File: src/rtl/elm_pkg.sv
// elm_pkg: shared widths and constants for the ELM approximate log-domain divider.
//   FRAC_W  mantissa fraction width (bits below the leading one)
//   OP_W    operand width
//   Q_W     quotient width (unsigned Q16.16)
//   COMP_C  mantissa correction subtracted when ELM_DIV_ERRCOMP_EN is defined
//   DZ_Q    quotient reported on divide-by-zero
package elm_pkg;

  localparam int unsigned FRAC_W = 15;
  localparam int unsigned OP_W   = 16;
  localparam int unsigned Q_W    = 32;
  localparam int unsigned K_W    = 4;
  localparam int unsigned E_W    = 6;

  localparam logic [FRAC_W-1:0] COMP_C = 15'h0200;
  localparam logic [Q_W-1:0]    DZ_Q   = 32'hFFFF_FFFF;

  // Leading-one decomposition of one operand.
  typedef struct packed {
    logic [K_W-1:0]    k;
    logic [FRAC_W-1:0] f;
    logic              zero;
  } lod_t;

  // Log-difference result handed to the shifter stage; e is two's complement.
  typedef struct packed {
    logic [E_W-1:0]    e;
    logic [FRAC_W-1:0] m;
    logic              xz;
    logic              yz;
  } diff_t;

endpackage

File: src/rtl/elm_div_lod.sv
// elm_div_lod: combinational 16-bit leading-one detector.
//   v     in  16  operand
//   k     out 4   index of the leading one (0 when v == 0)
//   f     out 15  bits below the leading one, left-aligned
//   zero  out 1   v == 0
module elm_div_lod
  import elm_pkg::*;
(
  input  logic [15:0] v,
  output logic [3:0]  k,
  output logic [14:0] f,
  output logic        zero
);

  always_comb begin
    k    = '0;
    zero = 1'b1;
    // Ascending scan: the last set bit seen is the leading one.
    for (int i = 0; i < 16; i++) begin
      if (v[i]) begin
        k    = i[3:0];
        zero = 1'b0;
      end
    end
    // Shifting the leading one up to bit 15 leaves the fraction in bits 14:0.
    f = FRAC_W'(v << (4'd15 - k));
  end

endmodule

File: src/rtl/elm_div_top.sv
// elm_div_top: Mitchell-style approximate divider, q ~= x / y as unsigned Q16.16.
//   clk, rst             clock, asynchronous active-high reset
//   in_valid / in_ready  operand handshake (x dividend, y divisor)
//   out_valid / out_ready result handshake (q quotient, dz divide-by-zero flag)
// Pipeline: S1 operand regs + LOD, S2 log subtract, S3 antilog shift into the output regs.
// Latency 3 edges from acceptance to out_valid; one global advance enable for all stages.
// Optional: define ELM_DIV_ERRCOMP_EN to subtract COMP_C from the mantissa when fx != fy.
module elm_div_top
  import elm_pkg::*;
(
  input  logic        clk,
  input  logic        rst,
  input  logic        in_valid,
  output logic        in_ready,
  input  logic [15:0] x,
  input  logic [15:0] y,
  output logic        out_valid,
  input  logic        out_ready,
  output logic [31:0] q,
  output logic        dz
);

  logic adv;
  assign adv      = !out_valid || out_ready;
  assign in_ready = adv;

  // S1: operand registers and leading-one detection.
  logic              v1_q;
  logic [OP_W-1:0]   x1_q, y1_q;
  lod_t              lx_d, ly_d;

  elm_div_lod u_lod_x (
    .v    (x1_q),
    .k    (lx_d.k),
    .f    (lx_d.f),
    .zero (lx_d.zero)
  );

  elm_div_lod u_lod_y (
    .v    (y1_q),
    .k    (ly_d.k),
    .f    (ly_d.f),
    .zero (ly_d.zero)
  );

  // S2: log-domain subtract.
  logic              v2_q;
  lod_t              lx_q, ly_q;
  logic [OP_W-1:0]   d;
  diff_t             diff_d;

  always_comb begin
    d         = {1'b0, lx_q.f} - {1'b0, ly_q.f};
    // A negative fraction difference borrows one from the exponent.
    diff_d.e  = {2'b00, lx_q.k} - {2'b00, ly_q.k} - {{(E_W-1){1'b0}}, d[15]};
    // (2^15 + d) and d share their low 15 bits, so both branches reduce to d[14:0].
    diff_d.m  = d[FRAC_W-1:0];
`ifdef ELM_DIV_ERRCOMP_EN
    if (lx_q.f != ly_q.f) begin
      diff_d.m = (diff_d.m > COMP_C) ? diff_d.m - COMP_C : '0;
    end
`endif
    diff_d.xz = lx_q.zero;
    diff_d.yz = ly_q.zero;
  end

  // S3: antilog by barrel shift into the output register.
  logic              v3_q;
  diff_t             diff_q;
  logic [E_W-1:0]    s, s_neg;
  logic [Q_W-1:0]    mant;
  logic [Q_W-1:0]    q_d;
  logic              dz_d;

  always_comb begin
    s     = diff_q.e + 6'd1;
    s_neg = 6'd0 - s;
    mant  = {16'b0, 1'b1, diff_q.m};
    dz_d  = 1'b0;
    if (diff_q.yz) begin
      q_d  = DZ_Q;
      dz_d = 1'b1;
    end else if (diff_q.xz) begin
      q_d = '0;
    end else if (!s[E_W-1]) begin
      q_d = mant << s;      // s in 0..16, never overflows 32 bits
    end else begin
      q_d = mant >> s_neg;  // s in -15..-1, truncating
    end
  end

  logic           out_valid_q;
  logic [Q_W-1:0] q_q;
  logic           dz_q;

  always_ff @(posedge clk or posedge rst) begin
    if (rst) begin
      v1_q        <= 1'b0;
      x1_q        <= '0;
      y1_q        <= '0;
      v2_q        <= 1'b0;
      lx_q        <= '0;
      ly_q        <= '0;
      v3_q        <= 1'b0;
      diff_q      <= '0;
      out_valid_q <= 1'b0;
      q_q         <= '0;
      dz_q        <= 1'b0;
    end else if (adv) begin
      v1_q        <= in_valid;
      x1_q        <= x;
      y1_q        <= y;
      v2_q        <= v1_q;
      lx_q        <= lx_d;
      ly_q        <= ly_d;
      v3_q        <= v2_q;
      diff_q      <= diff_d;
      out_valid_q <= v3_q;
      if (v3_q) begin
        q_q  <= q_d;
        dz_q <= dz_d;
      end
    end
  end

  assign out_valid = out_valid_q;
  assign q         = q_q;
  assign dz        = dz_q;

endmodule

File: config.mk
export PLATFORM = sky130hd
export DESIGN_NAME = elm_div_top
export DESIGN_NICKNAME = d
export VERILOG_FILES = /design/src/rtl/elm_pkg.sv /design/src/rtl/elm_div_lod.sv /design/src/rtl/elm_div_top.sv
export SDC_FILE = /design/constraint.sdc
export NUM_CORES = 1
export LEC_CHECK = 0
export BUFFER_PORTS_ARGS = -buffer_cell sky130_fd_sc_hd__buf_2
export CORE_MARGIN = 3
export CORE_UTILIZATION = 57
export CTS_BUF_LIST = sky130_fd_sc_hd__clkbuf_4 sky130_fd_sc_hd__clkbuf_8
export CTS_CLUSTER_DIAMETER = 120
export DETAILED_ROUTE_END_ITERATION = 7
export GPL_TIMING_DRIVEN = 0
export PLACE_DENSITY = 0.79
export SETUP_SLACK_MARGIN = 0.4
export SLEW_MARGIN = 20
export SYNTH_ARGS = -nofsm -noshare
export SYNTH_HDL_FRONTEND = slang
export SYNTH_SLANG_ARGS = --single-unit
File: constraint.sdc
create_clock -name clk -period 4.1 [get_ports clk]
set_input_delay 0.615 -clock clk [delete_from_list [all_inputs] [get_ports clk]]
set_output_delay 0.615 -clock clk [all_outputs]
set_load 0.02 [all_outputs]
==> flow_summary.toml, run 1 <==
[outcome]
outcome = "finished, final reports clean"

[route]
route.detailed.vias_per_inst = 6.26
detail_route.first_pass.iterations = 6
drt-wirelength-per-cell_um = 20.0
final_wl_mm = 28.7
drcViolationCount = 0
first_iter_violations = 905
final_antenna_net_count = 0
route.vias.total = 8978

[floorplanning]
die_height_um = 134
floorplan.io_pins = 71
dieWidth_um = 134
die-area_mm2 = 0.0180
core_region_area_mm2 = 0.0159
row_count = 46
initial_utilization_pct = 58.6

[sta]
timing.final.max_slew_violations = 0
finClkSkew_ns = 0.0159
report.final.setup_viol = 0
clock.fmax_ghz = 0.284
tns_ns = 0
timing.slew.headroom_pct = 22.9
timing.hold.ws_ns = 0.263
rsz_0062_raised_after_global_routing = "no"
post-route-period-util_pct = 85.7
period_minus_ws_final_ns = 3.52
timing_worst_slew_pin_value_ns = 1.15
finalHoldViolations = 0

[worst_setup_path]
max_stage_delay_ns = 0.38
critical_path.endpoint_type = "flop"
critPathMaxFanout = 10
critical-path-top-cell-by-count = "buf_6"
required_ns = 4.48
reg2reg_setup_slack_ns = 0.58
path_buf_inv = 9
crit_cells = 16
timing.rr.start = "diff_q[17]"
cp_slowest_cell = "ha_1"
r2r_cells = 16
worst-setup-path-type = "reg2reg"
crit_path_dat_ns = 3.90
worstPathCellList = "buf_4 -> buf_6 -> buf_6 -> buf_6 -> inv_1 -> ha_1 -> buf_6 -> buf_4 -> buf_6 -> buf_4 -> o21ai_0 -> o21ai_2 -> mux2i_1 -> o21ai_1 -> a31oi_1 -> o21ai_0"
critPathTopFamily = "buffers and inverters"
critPathLaunchType = "flop"
rr_endpoint = "q[31]"

[clocking]
cts_sinks = 132
clk_transition_reported_paths_ns = 0.09
root_driver = "clkbuf_8"
cts_tree = "yes"
worst_skew_pair.late_latency_ns = 0.46
cts_hold_repair.buffers = 0
clock_tree.htree_level_count = 4
cts_buffers = 17
max-clock-path-buffers = 2

[place]
io_buffers = 70
placed_cells_incl_taps = 1402
gpl.final_weighted_congestion = 0.992
dpl_cell_area_mm2 = 0.0101
detailedPlacementHpwl_mm = 21.6

[global_route]
global_route.usage.total_pct = 32.5
grt_start_max_net_pins = 35
grt_overflow = 0
vias_in_the_first_global_route = 8393
initial_antenna_violation_count = 0
grt_first_pass_wirelength_mm = 46.1

[yosys]
synthesis.area_mm2 = 0.00935
synth.area.mux_share_pct = 12.2
yosysWarnings = 0
area_fraction_in_compound_gates_after_synthesis_pct = 22.0
postSynthNetCount = 1173
netlist_instances = 1112
synthAdderAreaFrac_pct = 3.51
synth_xor_area_share_pct = 2.52
main_combinational_cell_family_by_area_after_synthesis = "compound AO/OA/AOI/OAI gates"
synth_sequential_area_ratio_pct = 35.3
ys_types = 70
yosys_register_bits = 132
avgSynthCellArea_um2 = 8.41
async_flop_share_pct = 100
synth_simple_gate_area_share_pct = 19.6
number_of_enable_type_register_cells_in_the_synthesized_netlist = 0
synthFlopType = "dfrtp_1"

[job]
max_cap_violations = 0

[finish]
antenna_cells = 0
nets = 1267
postLayoutCellArea_mm2 = 0.0106
syn_to_final_growth_pct = 13.0
layout-drive-gt1-share_pct = 15.3
fillers = 1374
final_cell_count_no_fill = 1435

[worst_hold_path]
hp-class = "in2async"
[placed cells by master (no fill, tap or decap), types with 23 or more instances in the layout]
cell / netlist / layout
a21oi_1: 87 / 84
mux2i_1: 50 / 48
nor3_1: 25 / 25
nor2_1: 118 / 117
buf_2: 20 / 83
o21ai_0: 72 / 68
ha_1: 23 / 23
nand2_1: 187 / 187
dfrtp_1: 132 / 132
inv_1: 40 / 39
clkbuf_1: 39 / 39
[sequential cells by signal, indices dropped and copies added, names as in the netlist, 2 cells and up]
register	count
q	32
diff_q	23
lx_q	19
ly_q	19
x1_q	16
y1_q	16
diff_d	2
[cells by family (layout without fill, tap and decap cells)]
logic type      Yosys count  after routing
fa+ha+maj                25             25
simple gates            421            421
mux                      85             85
buf+inv                 109            216
xor+xnor                 26             26
compound gates          314            314
flops                   132            132
[area by class of cell]
cell class              instances  area (um^2)  share of cell area (%)
inverters                      40          154                    1.46
clock buffers                  20          275                    2.61
clock inverters                12          129                    1.22
multi-input cells             871         5650                    53.5
flip-flops and latches        132         3300                    31.3
repair buffers                 75          445                    4.22
well taps                     216          270                    2.56
plain buffers                  69          339                    3.21
[metrics by stage]
stage	utilization [%]	setup WS, ns
4_1_cts	65.9	0.408
5_1_grt	66.3	0.426
3_5_place_dp	63.1	-0.419
2_1_floorplan	-	0.678
3_3_place_gp	62.5	-0.400
6_report	66.3	0.585
[synth_stat cells, types with 3 or more instances]
library cell / number / share of area [%]
a21oi_1: 87 / 4.7
nor3_1: 25 / 1.3
a22oi_1: 7 / 0.56
o31ai_1: 8 / 0.64
ha_1: 23 / 3.1
xnor2_1: 14 / 1.3
or3_1: 6 / 0.40
a211o_1: 3 / 0.28
a2111oi_0: 3 / 0.28
nand4_1: 6 / 0.40
mux2_2: 13 / 1.6
clkbuf_1: 39 / 1.6
or4_1: 3 / 0.24
a32oi_1: 8 / 0.75
o32ai_1: 3 / 0.28
nor2b_1: 10 / 0.67
a211oi_1: 16 / 1.3
nor4_1: 12 / 0.80
o22ai_1: 13 / 0.87
nand2b_1: 14 / 0.94
xor2_1: 11 / 1.0
buf_4: 3 / 0.24
a21boi_0: 3 / 0.24
and3_1: 4 / 0.27
a21o_1: 11 / 0.88
o21a_1: 15 / 1.2
nand2_1: 187 / 7.5
inv_1: 40 / 1.6
a311oi_1: 3 / 0.28
o2111ai_1: 3 / 0.28
dfrtp_1: 132 / 35
a31oi_1: 14 / 0.94
nor2_1: 118 / 4.7
buf_2: 20 / 1.1
and2_1: 4 / 0.27
buf_1: 6 / 0.24
o211ai_1: 10 / 0.80
nand3_1: 20 / 1.1
mux4_2: 22 / 5.3
a2bb2oi_1: 5 / 0.47
or2_2: 4 / 0.27
o21ai_0: 72 / 3.9
mux2i_1: 50 / 5.4
a22o_1: 7 / 0.66
[worst max path at each step]
| stage | start | to | slack, ns |
|---|---|---|---|
| after global routing | diff_q[17] | q[3] | 0.43 |
| after detailed placement | diff_q[17] | q[31] | -0.42 |
| after global placement | diff_q[17] | q[15] | -0.40 |
| final | diff_q[17] | q[31] | 0.58 |
| after CTS | diff_q[17] | q[21] | 0.41 |
| after floorplan | diff_q[17] | q[3] | 0.68 |
[timing repair]
action,4_1_cts,5_1_grt
resized for setup,16,12
endpoints found under the setup margin,32,29
pin swaps,0,1
setup buffers,0,1
[routing by layer]
layer / GRT usage [%] / up-vias / share of wire, % / routed length (um)
met5: 0 / - / 0 / 0
met2: 54.9 / 414 / 49 / 14100
met3: 4.24 / 88 / 5.7 / 1640
li1: - / 4212 / - / -
met4: 13.4 / 0 / 4.1 / 1170
met1: 42.8 / 4264 / 41 / 11700
Power of run 1 is not shown: default switching activity piles up to over one toggle a cycle in this logic, so the estimate is an artifact.
==> run 2, diff against run 1 <==
CORE_MARGIN = not set   (was 3)
==> run 2 against run 1 <==
  * Critical path type unchanged
  * Critical path depth fell by 1
  * Setup slack gained 0.023 ns
  * Register-to-register slack improved by 0.02 ns
  * Critical endpoint is now q[8]
  * Cell count unchanged
==> flow_summary.toml, run 2 (synthesized netlist as in run 1, its figures left out) <==
[outcome]
outcome = "finished, final reports clean"

[worst_setup_path]
critPathLaunchType = "flop"
crit_path_dat_ns = 3.85
critPathMaxFanout = 10
max_stage_delay_ns = 0.36
required_ns = 4.46
critical_path.endpoint_type = "flop"
crit_cells = 15
r2r_cells = 15
cp_slowest_cell = "dfrtp_1"
path_buf_inv = 8
critPathTopFamily = "buffers and inverters"
worst-setup-path-type = "reg2reg"
worstPathCellList = "buf_4 -> buf_6 -> buf_6 -> buf_4 -> inv_1 -> ha_1 -> buf_6 -> buf_4 -> buf_6 -> mux4_2 -> mux2i_2 -> o21ai_0 -> a22oi_1 -> o21ai_0 -> o21a_1"
critical-path-top-cell-by-count = "buf_6"

[place]
io_buffers = 70
pre_cts_slack_ns = -0.291
placed_cells_incl_taps = 1402
gpl.final_weighted_congestion = 0.971
detailedPlacementHpwl_mm = 21.6
dpl_cell_area_mm2 = 0.0101

[sta]
timing_worst_slew_pin_value_ns = 0.988
period_minus_ws_final_ns = 3.49
timing.slew.headroom_pct = 33.9
finClkSkew_ns = 0.0141
finalWorstSetupSlack_ns = 0.608
rsz_0062_raised_after_global_routing = "no"
post-route-period-util_pct = 85.2
report.final.setup_viol = 0
timing.final.max_slew_violations = 0
finalHoldViolations = 0
clock.fmax_ghz = 0.286

[clocking]
cts_hold_repair.buffers = 0
worst_skew_pair.late_latency_ns = 0.47
cts_buffers = 17
max-clock-path-buffers = 2
clock_tree.htree_level_count = 4
clk_transition_reported_paths_ns = 0.08
cts_sinks = 132
cts_tree = "yes"
root_driver = "clkbuf_8"

[finish]
layout_common_cells = "187 x nand2_1, 132 x dfrtp_1, 117 x nor2_1"
layout-drive-gt1-share_pct = 15.4
antenna_cells = 0
syn_to_final_growth_pct = 12.8
largest_register_ffs = 32
nets = 1267
most_common_cell_after_layout_fill_and_taps_aside = "nand2_1"
final_cell_count_no_fill = 1435
postLayoutCellArea_mm2 = 0.0105
fin_util_pct = 66.1

[route]
final_wl_mm = 28.4
detail_route.first_pass.iterations = 6
drt-wirelength-per-cell_um = 19.8
route.vias.total = 8957
first_iter_violations = 866
final_antenna_net_count = 0
route.detailed.vias_per_inst = 6.24
drcViolationCount = 0

[floorplanning]
die_height_um = 130
floorplan.io_pins = 71
row_count = 46
dieWidth_um = 130
initial_utilization_pct = 58.6
core_region_area_mm2 = 0.0159
die-area_mm2 = 0.0169

[global_route]
grt_first_pass_wirelength_mm = 44.9
vias_in_the_first_global_route = 8343
grt_start_max_net_pins = 36
initial_antenna_violation_count = 0
grt_overflow = 0
global_route.usage.total_pct = 35.1

[worst_hold_path]
hp-class = "in2async"

[job]
max_cap_violations = 0
run 2: cell types whose count changed in the layout (fill, tap and decap cells not counted), moves of 2 or more:
cell	change
clkbuf_4	+2
a21oi_1	+2
a21oi_2	-2
mux2i_2	+2
clkbuf_8	-2
o21ai_0	-2
run 2: layout make-up:
class | count | area (um^2)
Buffer | 69 | 335
Clock buffer | 19 | 255
Clock inverter | 13 | 134
Fill cell | 1415 | 5400
Inverter | 40 | 154
Multi-Input combinational cell | 871 | 5650
Sequential cell | 132 | 3300
Tap cell | 216 | 270
Timing Repair Buffer | 75 | 438
run 2: final timing paths:
check                      startpoint         end  slack (ns)
setup / recovery           diff_q[17]        q[8]        0.61
hold / removal                    rst  diff_q[10]        0.08
setup reg to reg           diff_q[17]        q[8]        0.61
hold reg to reg             diff_d[0]   diff_q[0]        0.47
max in group asynchronous         rst    ly_q[13]        3.33
min in group clk                y[13]    y1_q[13]        0.34
run 2: layer usage:
layer	vias up	track usage (%)	wire length, um
met2	395	58.3	13800
met1	4263	44.2	11700
met3	92	5.08	1450
met5	-	0	0
met4	0	19.0	1450
li1	4207	-	-
run 2: through the flow:
step	hold slack [ns]	TNS, ns
3_3_place_gp	0.454	-1.25
2_1_floorplan	0.439	0
3_5_place_dp	0.456	-1.82
4_1_cts	0.0758	0
6_report	0.0797	0
5_1_grt	0.0867	0
run 2: worst reg2reg max path, stage by stage (launching register included):
cell	delay, ns
dfrtp_1	0.36
buf_4	0.21
buf_6	0.19
buf_6	0.18
buf_4	0.20
inv_1	0.06
ha_1	0.36
buf_6	0.19
buf_4	0.21
buf_6	0.19
mux4_2	0.35
mux2i_2	0.28
o21ai_0	0.18
a22oi_1	0.20
o21ai_0	0.11
o21a_1	0.13
run 2: timing repair:
item | CTS | global route
endpoints found under the setup margin | 32 | 28
pin swaps | 0 | 2
gates resized for setup | 19 | 10
hold endpoints to repair | 0 | 0
buffers inserted | 0 | 1
Power of run 2 is left out for the same reason.
